==> config.mk <==
export PLATFORM = sky130hd
export DESIGN_NAME = cga_vram_fetch
export DESIGN_NICKNAME = d
export VERILOG_FILES = /design/src/rtl/cga_pkg.sv /design/src/rtl/cga_vram_fetch.sv
export SDC_FILE = /design/constraint.sdc
export NUM_CORES = 1
export LEC_CHECK = 0
export ABC_AREA = 1
export CORE_UTILIZATION = 43
export CTS_BUF_LIST = sky130_fd_sc_hd__clkbuf_2
export CTS_CLUSTER_DIAMETER = 50
export DETAILED_ROUTE_END_ITERATION = 12
export PLACE_DENSITY = 0.92
export SLEW_MARGIN = 20
export SYNTH_ARGS = -nofsm -noshare
export SYNTH_HDL_FRONTEND = slang
export SYNTH_SLANG_ARGS = --single-unit
==> constraint.sdc <==
create_clock -name clk -period 1.5 [get_ports clk]
set_input_delay 0.3 -clock clk [delete_from_list [all_inputs] [get_ports clk]]
set_output_delay 0.3 -clock clk [all_outputs]
set_load 0.005 [all_outputs]
==> src/rtl/cga_pkg.sv <==
// Shared CGA video-side types and helpers: fetch FSM states, VRAM geometry,
// and the character-cell to VRAM byte-address mapping.
package cga_pkg;

  localparam int   VRAM_ADDR_W = 14;
  localparam int   VRAM_DATA_W = 8;
  localparam logic MODE_TEXT   = 1'b0;
  localparam logic MODE_GFX    = 1'b1;

  typedef enum logic [1:0] {
    IDLE = 2'd0,
    RD0  = 2'd1,
    RD1  = 2'd2,
    CAP  = 2'd3
  } fetch_state_t;

  // Even byte of a cell; the odd byte is this address with bit 0 set.
  // Graphics interleaves scan lines: ra[0] selects the upper 8 KB bank.
  function automatic logic [VRAM_ADDR_W-1:0] cell_addr(
    input logic [12:0] ma_lo,
    input logic        ra0,
    input logic        mode
  );
    logic [VRAM_ADDR_W-1:0] base;
    if (mode == MODE_GFX)
      base = {ra0, ma_lo[11:0], 1'b0};
    else
      base = {ma_lo, 1'b0};
    return base;
  endfunction

endpackage

==> src/rtl/cga_vram_fetch.sv <==
// Fetches the two VRAM bytes of one character cell and presents them as one strobed beat.
// Latency: out_valid 3 clocks after the accepting edge; one request per 4 clocks.
// Backpressure: ready low while busy; a request then is dropped and flags sticky overrun.
module cga_vram_fetch
  import cga_pkg::*;
#(
  parameter int ADDR_W = VRAM_ADDR_W,
  parameter int DATA_W = VRAM_DATA_W
) (
  input  logic              clk,
  input  logic              reset,
  input  logic              char_start,
  input  logic [13:0]       ma,
  input  logic [4:0]        ra,
  input  logic              gfx_mode,
  output logic              ready,
  output logic              vram_en,
  output logic              vram_we,
  output logic [ADDR_W-1:0] vram_addr,
  output logic [DATA_W-1:0] vram_din,
  input  logic [DATA_W-1:0] vram_dout,
  output logic              out_valid,
  output logic [DATA_W-1:0] out_b0,
  output logic [DATA_W-1:0] out_b1,
  output logic              overrun,
  input  logic              overrun_clr
);

  fetch_state_t      state;
  logic [DATA_W-1:0] b0;

  // ma[13] and ra[4:1] never reach VRAM: the address space wraps at 16 KB.
  logic unused_addr_bits;
  assign unused_addr_bits = ^{ma[13], ra[4:1]};

  assign vram_we  = 1'b0;
  assign vram_din = '0;

  always_ff @(posedge clk) begin
    if (reset) begin
      state     <= IDLE;
      ready     <= 1'b1;
      vram_en   <= 1'b0;
      vram_addr <= '0;
      b0        <= '0;
      out_valid <= 1'b0;
      out_b0    <= '0;
      out_b1    <= '0;
      overrun   <= 1'b0;
    end else begin
      out_valid <= 1'b0;

      if (char_start && !ready)
        overrun <= 1'b1;
      else if (overrun_clr)
        overrun <= 1'b0;

      case (state)
        IDLE: begin
          if (char_start) begin
            vram_en   <= 1'b1;
            vram_addr <= ADDR_W'(cell_addr(ma[12:0], ra[0], gfx_mode));
            ready     <= 1'b0;
            state     <= RD0;
          end
        end
        RD0: begin
          // Base is always even, so the odd byte is just bit 0 set.
          vram_addr <= vram_addr | ADDR_W'(1);
          state     <= RD1;
        end
        RD1: begin
          b0      <= vram_dout;
          vram_en <= 1'b0;
          state   <= CAP;
        end
        CAP: begin
          out_b0    <= b0;
          out_b1    <= vram_dout;
          out_valid <= 1'b1;
          ready     <= 1'b1;
          state     <= IDLE;
        end
        default: state <= IDLE;
      endcase
    end
  end

endmodule

==> results.cfg <==
[synthesis]
synth-warning-count = 0
yosys.area.top_type_share = 0.514
ys_seq_elements = 44
ys_types = 18
yosysSeqAreaShare = 0.514
netlist_top_cells_count = nor2_1 (53), dfxtp_1 (44), nand2_1 (36), o21ai_0 (19), a21oi_1 (16)
syn_avg_cell_area_um2 = 7.90
synth_cells = 217
synth_area_leaders = dfxtp_1 (51%), nor2_1 (12%), nand2_1 (7.9%)
synth_most_common_cell = nor2_1
yosys.area.top_type = dfxtp_1
async_flop_share = 0
synth_flop_cell = dfxtp_1
synth_edf_count = 0
synth.cell_area_um2 = 1710

[global_routing]
grt_pass1_wl_um = 6480
grt_pass1_vias = 1448
grt_max_degree = 28
grt_use_total = 0.198
antenna_found_initial = 0
grt_overflow = 0

[floorplanning]
coreArea_um2 = 3740
dieArea_um2 = 4240
die_w_um = 65.1
rows = 22
initial_core_util = 0.458
io-pin-count = 75
die_h_um = 65.1

[worst_setup_path]
end_kind = flip-flop
required_ps = 1840
crit_start = state[0]
crit_chain = inv_1 > ha_1 > nand2_2 > buf_4 > nand2_1 > a21oi_1
crit_buf_inv = 2
critPathKind = reg -> reg
critPathLaunchType = flip-flop
cpMaxStageDelayCell = dfxtp_1
r2r-start = state[0]
worstPathArrival_ps = 1700
crit_family = flip-flops
worst_path_largest_cell_delay_ps = 450
critPathMaxFanout = 13

[timing]
max_freq_mhz = 735
finalWorstSetupSlack_ps = 140
rsz0062_at_grt = false
min_period_ps = 1360
slew_violations = 0
finalSetupTns_ps = 0
hold_viol = 0
finClkSkew_ps = 12.7
setup_violations = 0
finalCritPeriodShare = 0.907

[drt]
first_iter_violations = 93
vias_per_cell = 4.72
drt.antenna.violating_nets = 0
vias = 1559
totalWireLength_um = 3910
drc = 0
wl_per_cell_um = 11.8
drtPass1Iterations = 4

[pwr]
ir_drop_v = 0.000785
leakage_nw = 1.19
total_power_mw = 3.29
p_per_area_nw_per_um2 = 1380

[finish]
fin_nets = 321
layout.cells.non_filler = 330
area_delta_synth_final_pct = 38.8
drive_above_1_share = 0.191
n_antenna_cell = 0

[placed_design]
place_ws_ps = 39.1
dp_hpwl_um = 2670
dp.cells = 319
io_buffers = 60
globalplace.congestion = 0.738

[clock_tree]
clock-root-buffer = clkbuf_2
postCtsHoldBufs = 0
clk_latency_ps = 400
clk_pin_slew_ps = 200
cts_tree = done
cts_buffers = 5
cts_buffer_depth = 2
htreeDepth = 2
cts.sinks = 44

[run]
cap_violations = 0

[hold_path]
min-delay-start = ma[4]
worst_hold_path_type = in -> reg

[outcome]
outcome = finished clean
[metal layers]
metal	GRT usage	vias to the layer above	wire, um
met1	0.226	699	1680
met2	0.349	61	1850
met3	0.0712	5	348
met5	0	-	0
met4	0.0489	0	32
li1	-	794	-
[area by class of cell]
type                            count  area [um^2]
Inverter                           11         41.3
Clock buffer                        6         30.0
Clock inverter                      1         5.00
Fill cell                         339         1360
Timing Repair Buffer               67          611
Tap cell                           48         60.1
Sequential cell                    44          925
Multi-Input combinational cell    153          708
[registers in the layout, indices dropped and copies added, names as in the netlist, 2 cells and up]
name	count
vram_addr	14
b0	8
out_b0	8
out_b1	8
state	2
[where the power goes]
| part | internal [mW] | switching, mW |
|---|---|---|
| clock | 0.111 | 0.354 |
| combinational | 0.535 | 0.646 |
| sequential | 1.49 | 0.153 |
| total | 2.14 | 1.15 |
[worst min-delay path: cells and delay by family]
kind / cells / cell delay [ps]
AO/OA/AOI/OAI: 1 / 50
buffers and inverters: 1 / 400
AND/OR/NAND/NOR: 1 / 60
[what timing repair did]
item	CTS	global route
endpoints found under the hold margin	0	0
endpoints found under the setup margin	34	10
pin swaps	0	0
buffers inserted	4	0
gates resized for setup	68	1
[cells in the final DEF, fill, tap and decap left out]
cell type and instances:
nand3b_1 1, nor2_1 53, o21ai_1 8, dfxtp_2 35, inv_2 3, nand2_2 1, clkbuf_2 6, ha_1 7
and2_1 1, inv_1 8, dlygate4sd2_1 34, dfxtp_1 9, conb_1 9, nand2_1 36, a21oi_1 16, clkdlybuf4s50_1 26
buf_4 7, o22ai_1 1, nor2_4 1, o21ai_0 19, clkinv_2 1
[metrics by stage]
stage                     hold slack [ps]   util  instance area [um^2]
final                                 419  0.636                  2380
after global routing                  395  0.636                  2380
after CTS                             387  0.635                  2380
after detailed placement              456  0.618                  2310
after global placement                451  0.618                  2310
after floorplan                       435      -                  1740
[path summary, 6_finish.rpt]
kind,to,slack [ps],depth (start not counted)
min reg2reg,vram_addr[1],470,2
max,vram_addr[9],140,6
max reg2reg,vram_addr[9],140,6
min,vram_addr[5],420,3
[cell families (layout without fill, tap and decap cells)]
logic type,Yosys count,after routing,share of synthesized area
AND/OR/NAND/NOR,93,93,0.213
buffers and inverters,28,85,0.0905
adder cells (fa/ha/maj),7,7,0.0511
other,1,9,0.00219
flip-flops,44,44,0.514
AO/OA/AOI/OAI,44,44,0.129
Power figures use the tool's default switching activity.
